`config.mk`:
```
export PLATFORM = sky130hd
export DESIGN_NAME = seg7_scan_mux
export DESIGN_NICKNAME = d
export VERILOG_FILES = /design/src/rtl/seg7_pkg.sv /design/src/rtl/seg7_decode.sv /design/src/rtl/seg7_scan_mux.sv
export SDC_FILE = /design/constraint.sdc
export NUM_CORES = 1
export LEC_CHECK = 0
export ABC_AREA = 1
export BUFFER_PORTS_ARGS = -buffer_cell sky130_fd_sc_hd__buf_2
export CORE_MARGIN = 5
export CORE_UTILIZATION = 58
export CTS_BUF_LIST = sky130_fd_sc_hd__clkbuf_8
export CTS_CLUSTER_SIZE = 25
export DETAILED_ROUTE_END_ITERATION = 7
export PLACE_DENSITY = 0.86
export SYNTH_ARGS = -nofsm -noshare
export SYNTH_HDL_FRONTEND = slang
export SYNTH_SLANG_ARGS = --single-unit
export TNS_END_PERCENT = 5
```
`constraint.sdc`:
```
create_clock -name clk -period 2.56 [get_ports clk]
set_input_delay 0.256 -clock clk [delete_from_list [all_inputs] [get_ports clk]]
set_output_delay 0.256 -clock clk [all_outputs]
set_load 0.02 [all_outputs]
```
`src/rtl/seg7_pkg.sv`:
```
// Shared types and the hex-to-segment table for the seven-segment scan driver.
package seg7_pkg;

  typedef enum logic {
    SCAN,
    BLANK
  } state_t;

  // Active-high all-segments-off pattern; polarity is applied at the pins.
  localparam logic [6:0] SEG_OFF = 7'h00;

  function automatic logic [6:0] hex_to_seg(input logic [3:0] nib);
    logic [6:0] s;
    case (nib)
      4'h0: s = 7'b0111111;
      4'h1: s = 7'b0000110;
      4'h2: s = 7'b1011011;
      4'h3: s = 7'b1001111;
      4'h4: s = 7'b1100110;
      4'h5: s = 7'b1101101;
      4'h6: s = 7'b1111101;
      4'h7: s = 7'b0000111;
      4'h8: s = 7'b1111111;
      4'h9: s = 7'b1101111;
      4'hA: s = 7'b1110111;
      4'hB: s = 7'b1111100;
      4'hC: s = 7'b0111001;
      4'hD: s = 7'b1011110;
      4'hE: s = 7'b1111001;
      default: s = 7'b1110001;
    endcase
    return s;
  endfunction

endpackage

```
`src/rtl/seg7_decode.sv`:
```
// Combinational hex nibble to active-high {g,f,e,d,c,b,a} segment decoder.
module seg7_decode (
  input  logic [3:0] nib,
  output logic [6:0] seg
);
  import seg7_pkg::*;

  assign seg = hex_to_seg(nib);

endmodule

```
`src/rtl/seg7_scan_mux.sv`:
```
// Time-multiplexed N-digit seven-segment driver with tear-free source capture.
// Optional leading-zero blanking is enabled by defining SEG7_LZB_EN.
module seg7_scan_mux #(
  parameter int N_DIGITS     = 4,
  parameter int N_SRC        = 2,
  parameter int REFRESH_DIV  = 27000,
  parameter int BLANK_CYCLES = 2,
  parameter int COMMON_ANODE = 1
) (
  input  logic                                      clk,
  input  logic                                      rst_n,
  input  logic [N_SRC*N_DIGITS*4-1:0]               src_data,
  input  logic [(N_SRC > 1 ? $clog2(N_SRC) : 1)-1:0] src_sel,
  input  logic [N_DIGITS-1:0]                       digit_en,
  output logic [6:0]                                seg,
  output logic [N_DIGITS-1:0]                       an,
  output logic                                      frame_done
);
  import seg7_pkg::*;

  localparam int WW = N_DIGITS * 4;
  localparam int IW = (N_DIGITS > 1) ? $clog2(N_DIGITS) : 1;
  localparam int PW = $clog2(REFRESH_DIV);
  localparam int BW = (BLANK_CYCLES > 1) ? $clog2(BLANK_CYCLES) : 1;
  localparam logic [N_DIGITS-1:0] AN_IDLE  = (COMMON_ANODE != 0) ? '1 : '0;
  localparam logic [6:0]          SEG_IDLE = (COMMON_ANODE != 0) ? ~SEG_OFF : SEG_OFF;

  state_t              state, state_n;
  logic [PW-1:0]       presc, presc_n;
  logic [BW-1:0]       bcnt, bcnt_n;
  logic [IW-1:0]       idx, idx_n;
  logic [WW-1:0]       shadow, shadow_n, sel_word;
  logic [N_DIGITS-1:0] shen, shen_n, an_oh, an_act;
  logic [6:0]          seg_dec, seg_act;
  logic [3:0]          nib;
  logic                wrap;
`ifdef SEG7_LZB_EN
  logic [N_DIGITS-1:0] lzb, lzb_n, lzb_calc;
  logic                zrun;
`endif

  // Out-of-range selects fall back to source 0.
  always_comb begin
    sel_word = src_data[WW-1:0];
    for (int unsigned s = 1; s < N_SRC; s++) begin
      if (int'(src_sel) == int'(s)) sel_word = src_data[s*WW +: WW];
    end
  end

`ifdef SEG7_LZB_EN
  // Walk down from the most significant digit; digit 0 is never blanked.
  always_comb begin
    lzb_calc = '0;
    zrun     = 1'b1;
    for (int unsigned d = int'(N_DIGITS - 1); d >= 1; d--) begin
      zrun        = zrun & (sel_word[d*4 +: 4] == 4'h0);
      lzb_calc[d] = zrun;
    end
  end
`endif

  always_comb begin
    state_n = state;
    presc_n = presc;
    bcnt_n  = bcnt;
    idx_n   = idx;
    wrap    = 1'b0;
    unique case (state)
      SCAN: begin
        if (presc == PW'(REFRESH_DIV - 1)) begin
          state_n = BLANK;
          bcnt_n  = '0;
        end else begin
          presc_n = presc + 1'b1;
        end
      end
      BLANK: begin
        if (bcnt == BW'(BLANK_CYCLES - 1)) begin
          state_n = SCAN;
          presc_n = '0;
          wrap    = (idx == IW'(N_DIGITS - 1));
          idx_n   = wrap ? '0 : idx + 1'b1;
        end else begin
          bcnt_n = bcnt + 1'b1;
        end
      end
      default: state_n = BLANK;
    endcase
    shadow_n = wrap ? sel_word : shadow;
    shen_n   = wrap ? digit_en : shen;
`ifdef SEG7_LZB_EN
    lzb_n    = wrap ? lzb_calc : lzb;
`endif
  end

  // Outputs are derived from next-state so they align with the edge that enters it.
  assign nib = shadow_n[int'(idx_n)*4 +: 4];

  seg7_decode u_decode (
    .nib (nib),
    .seg (seg_dec)
  );

  always_comb begin
    an_oh        = '0;
    an_oh[idx_n] = 1'b1;
    an_act       = '0;
    seg_act      = SEG_OFF;
    if (state_n == SCAN) begin
`ifdef SEG7_LZB_EN
      an_act  = an_oh & shen_n & ~lzb_n;
`else
      an_act  = an_oh & shen_n;
`endif
      seg_act = seg_dec;
    end
  end

  always_ff @(posedge clk) begin
    if (!rst_n) begin
      state      <= BLANK;
      presc      <= '0;
      bcnt       <= '0;
      idx        <= IW'(N_DIGITS - 1);
      shadow     <= '0;
      shen       <= '0;
      an         <= AN_IDLE;
      seg        <= SEG_IDLE;
      frame_done <= 1'b0;
`ifdef SEG7_LZB_EN
      lzb        <= '0;
`endif
    end else begin
      state      <= state_n;
      presc      <= presc_n;
      bcnt       <= bcnt_n;
      idx        <= idx_n;
      shadow     <= shadow_n;
      shen       <= shen_n;
      an         <= (COMMON_ANODE != 0) ? ~an_act : an_act;
      seg        <= (COMMON_ANODE != 0) ? ~seg_act : seg_act;
      frame_done <= wrap;
`ifdef SEG7_LZB_EN
      lzb        <= lzb_n;
`endif
    end
  end

endmodule

```
==> results.md <==
- The final period demand of the worst path is 2.29 ns.
- Clock latency on the worst-skew pair, taken at its later pin, is 0.31 ns.
- Counting flops and latches in the post-synthesis netlist gives 51.
- The number of different library cells used by synthesis comes to 33.
- The die is 80.4 µm tall.
- The number of warnings reported in the yosys synthesis log is 0.
- After detailed routing, the met3 layer carries 262 µm of wire.
- The final count of pins violating max slew is 0.
- The leakage dissipation is 0.00155 µW.
- The highest layer used for signal routing is met4.
- The initial utilization of the core area, before any placement, comes to 60.1%.
- The H-tree was split into 2 levels.
- For the pin with the worst max-slew slack, the measured transition is 0.435 ns.
- In this run the most critical hold path is launched from rst_n.
- The part of the power in combinational logic is 26.6%.
- The first-pass GRT wire length is 11000 µm.
- The die covers 0.00647 mm².
- In the routed layout, each cell is associated on average with a via count of 5.17.
- The maximum fanout along the worst path is 23.
- The number of global-route vias before repair was 2637.
- The met2 layer wire length in the routed design is 3240 µm.
- The category of the worst setup path capture point is a register.
- The internal power contribution is 1220 µW.
- The count of nets left with antenna violations once routing finished came out at 0.
- The clock network is responsible for 26.6% of the overall power.
- The filler cells instantiated in the layout total 431.
- Once the clock tree was built, the setup fixing pass inserted 0 buffers.
- The relative contribution of sequential cells to total power is 46.8%.
- Summing all multi-input logic gate instances after layout gives 0.00160 mm².
- For this run, the register share of the synthesized area comes to 35.5%.
- The total overflow left after global routing is 0.
- The number of gates resized after CTS was 0.
- In this run the cell area measured after placement is 0.00312 mm².
- Cells with a size suffix above 1 make up 17.1% of the layout.
- The site row count is 25.
- In this run the critical register-to-register path is launched from state.
- Detailed placement finished with a half-perimeter wire length of 4900 µm.
- The net switching share of the total power is 34.8%.
- Data on the critical path is required at its endpoint by 2.75 ns.
- The detailed-route DRC error count is 0.
- No sink is reached through more buffers than the 2 on the longest clock path.
- In the final routed layout, each cell accounts on average for 11.6 µm.
- The most repeated library cell on the critical path is nand2_1.
- The CTS root buffer is clkbuf_8.
- The critical path in this run is classified as reg2reg.
- The average instance in the mapped netlist occupies 6.56 µm².
- The signal arrival time at the worst endpoint is 2.48 ns.
- The critical path starts at state.
- The analysis attributes to net switching a power of 651 µW.
- The max-slew headroom at the worst pin is 71.0%.
- The number of endpoints with negative hold slack in the final report came to 0.
- Dividing the final minimum period by the clock period gives 89.4%.
- The post-synthesis to final-layout area growth is 11.7%.
- Setup repair after global routing left no endpoint under its margin.
- The detailed router placed 2852 vias in this run.
- Hold repair after CTS inserted 0 buffers.
- For this run, the post-layout net count is 531.
- The number of maximum-capacitance constraint violations is 0.
- The clock sink count is 51.
- After the flow finishes, the layout carries non-filler instances totaling 552.
- Setup violations remaining at the end of the flow were counted as 0.
- Wires add up to 6390 µm.
- The clock input transition at the sequential cells of the worst setup and hold paths is 0.10 ns.
- The total routing usage reported by global routing is 21.0%.
- TritonCTS built the clock tree.
- In this run the power density over the cells is 581 mW/mm².
- At the end of routability-driven placement, the weighted congestion stood at 0.963.
- The routed length on met1 is 2780 µm.
- The number of DRC violations after detailed-routing iteration 0 is 155.
- The flow ran to the end, and the final reports show no timing, DRC or antenna violations.
- The number of buffers inserted by port buffering is 50.
- Summing all flip-flop and latch instances after layout gives 0.00102 mm².
- In this design, the stage delay of the slowest critical-path cell is 0.60 ns.
- The first-pass detailed-route iteration total is 5.
- Among all stages on the critical path, the largest delay is contributed by dfxtp_1.
- Walking the worst path, the cells encountered are nand3_4 > nand2_1 > nand2_1 > nand2_1 > nand2_1 > nor2_2 > inv_1 > ha_1 > nand2_1 > nand2_1 > nand2_1 > nand3_1.
- The number of antenna violations at the first check in global routing came to 0.
- Synthesis produced a netlist whose cell count is 439.
- The net count of the mapped netlist is 486.
- The upper clock frequency limit is 437 MHz.
- The count of pins on the block boundary is 51.
- The area of the mapped netlist is 0.00288 mm².
- The post-placement cell count is 544.
- Entering global routing, the biggest net connects 26 pins.
- The worst hold path belongs to the class in2reg.
- The placeable core region is 0.00479 mm².
- STA classifies the critical path startpoint as a register.
- The number of antenna cells inserted is 0.
- The worst-case IR drop observed on VDD is 0.322 mV.
- The number of buffers created by CTS is 5.
- The clock arrives with 0.0105 ns of skew.
- The setup TNS after final layout is 0 ns.
- The summed area of non-filler cells in the final layout is 0.00322 mm².
- The die is 80.4 µm wide.
cell usage in the layout (no fill, tap or decap), types with 2 or more instances in the layout:
cell type | netlist | routed
nand2_1 | 174 | 174
dfxtp_1 | 51 | 51
buf_2 | 3 | 50
nand3_1 | 37 | 37
inv_1 | 36 | 36
nor2_1 | 32 | 32
a21oi_1 | 23 | 23
nor3_1 | 12 | 12
o21ai_0 | 11 | 11
ha_1 | 8 | 8
nor2_2 | 7 | 7
nand4_1 | 7 | 7
nand2_2 | 6 | 6
clkbuf_8 | 0 | 5
o21ai_1 | 3 | 3
nor2_8 | 2 | 2
clkinv_1 | 2 | 2
inv_2 | 2 | 2
clkinv_4 | 0 | 2
logic make-up (layout without fill, tap and decap cells):
kind of cell | after synthesis | in the layout | share of synthesized area [%]
xor gates and xnor gates | 1 | 1 | 0.304
AOI/OAI and AO/OA | 39 | 39 | 6.96
and+or+nand+nor | 286 | 286 | 44.8
buffers and inverters | 54 | 100 | 8.96
adders and majority gates | 8 | 8 | 3.48
DFF | 51 | 51 | 35.5
power groups by stage:
stage	combinational, µW	sequential, µW	clock, µW
6_report	497	875	497
5_1_grt	559	880	534
4_1_cts	496	875	500
3_5_place_dp	493	893	0
3_3_place_gp	480	892	0
2_1_floorplan	366	911	0
worst max-delay path, delay by kind of cell, from the launching register on:
family	cells	cell delay (ns)
flip-flops	1	0.60
AND/OR/NAND/NOR	10	1.17
buffers and inverters	1	0.13
adder cells (fa/ha/maj)	1	0.26
area by class of cell:
type,instances,area share (%)
Tap cell,67,2.61
Sequential cell,51,31.8
Multi-Input combinational cell,334,49.7
Clock inverter,3,0.895
Inverter,41,4.86
Timing Repair Buffer,51,8.02
Clock buffer,5,2.14
cell usage after synthesis:
library cell | instances | share of area, %
a21oi_1 | 23 | 4.0
and2_1 | 1 | 0.22
buf_2 | 3 | 0.52
buf_4 | 1 | 0.26
buf_6 | 6 | 2.3
clkbuf_1 | 3 | 0.39
clkinv_1 | 2 | 0.26
dfxtp_1 | 51 | 35
ha_1 | 8 | 3.5
inv_1 | 36 | 4.7
inv_2 | 2 | 0.26
inv_4 | 1 | 0.22
nand2_1 | 174 | 23
nand2_2 | 6 | 1.3
nand2_8 | 1 | 0.70
nand3_1 | 37 | 6.4
nand3_4 | 1 | 0.61
nand4_1 | 7 | 1.5
nand4_2 | 1 | 0.43
nor2_1 | 32 | 4.2
nor2_2 | 7 | 1.5
nor2_4 | 1 | 0.39
nor2_8 | 2 | 1.4
nor3_1 | 12 | 2.1
nor3_2 | 1 | 0.35
nor3_4 | 1 | 0.57
nor4_1 | 1 | 0.22
o211ai_1 | 1 | 0.26
o21ai_0 | 11 | 1.9
o21ai_1 | 3 | 0.52
o21bai_1 | 1 | 0.26
or2_1 | 1 | 0.22
xor2_1 | 1 | 0.30
metal layers:
metal / track usage, % / vias up
li1: - / 1484
met1: 23.8 / 1299
met2: 39.3 / 58
met3: 3.25 / 11
met4: 7.77 / 0
met5: 0 / -
through the flow:
stage / hold slack, ns / total power (µW) / utilization, % / setup slack, ns
final: 0.215 / 1870 / 67.2 / 0.271
after global placement: 0.460 / 1370 / 65.2 / 0.376
after global routing: 0.212 / 1970 / 67.2 / 0.0526
after detailed placement: 0.464 / 1390 / 65.2 / 0.320
after CTS: 0.206 / 1870 / 67.2 / 0.290
after floorplan: 0.431 / 1280 / - / 0.553
path summary, 6_finish.rpt:
check	endpoint	slack [ns]	cells after the start
worst max-delay path	seg[3]	0.27	12
worst min-delay path	idx[1]	0.21	2
worst max register to register	seg[3]	0.27	12
worst min register to register	shadow[6]	0.48	2
sequential cells by signal, indices dropped and copies added (netlist names):
| name | flops |
|---|---|
| frame_done | 1 |
| an | 4 |
| shen | 4 |
| seg | 7 |
| state | 1 |
| bcnt | 1 |
| presc | 15 |
| idx | 2 |
| shadow | 16 |
Note: power is estimated with default switching activity, not from simulation.
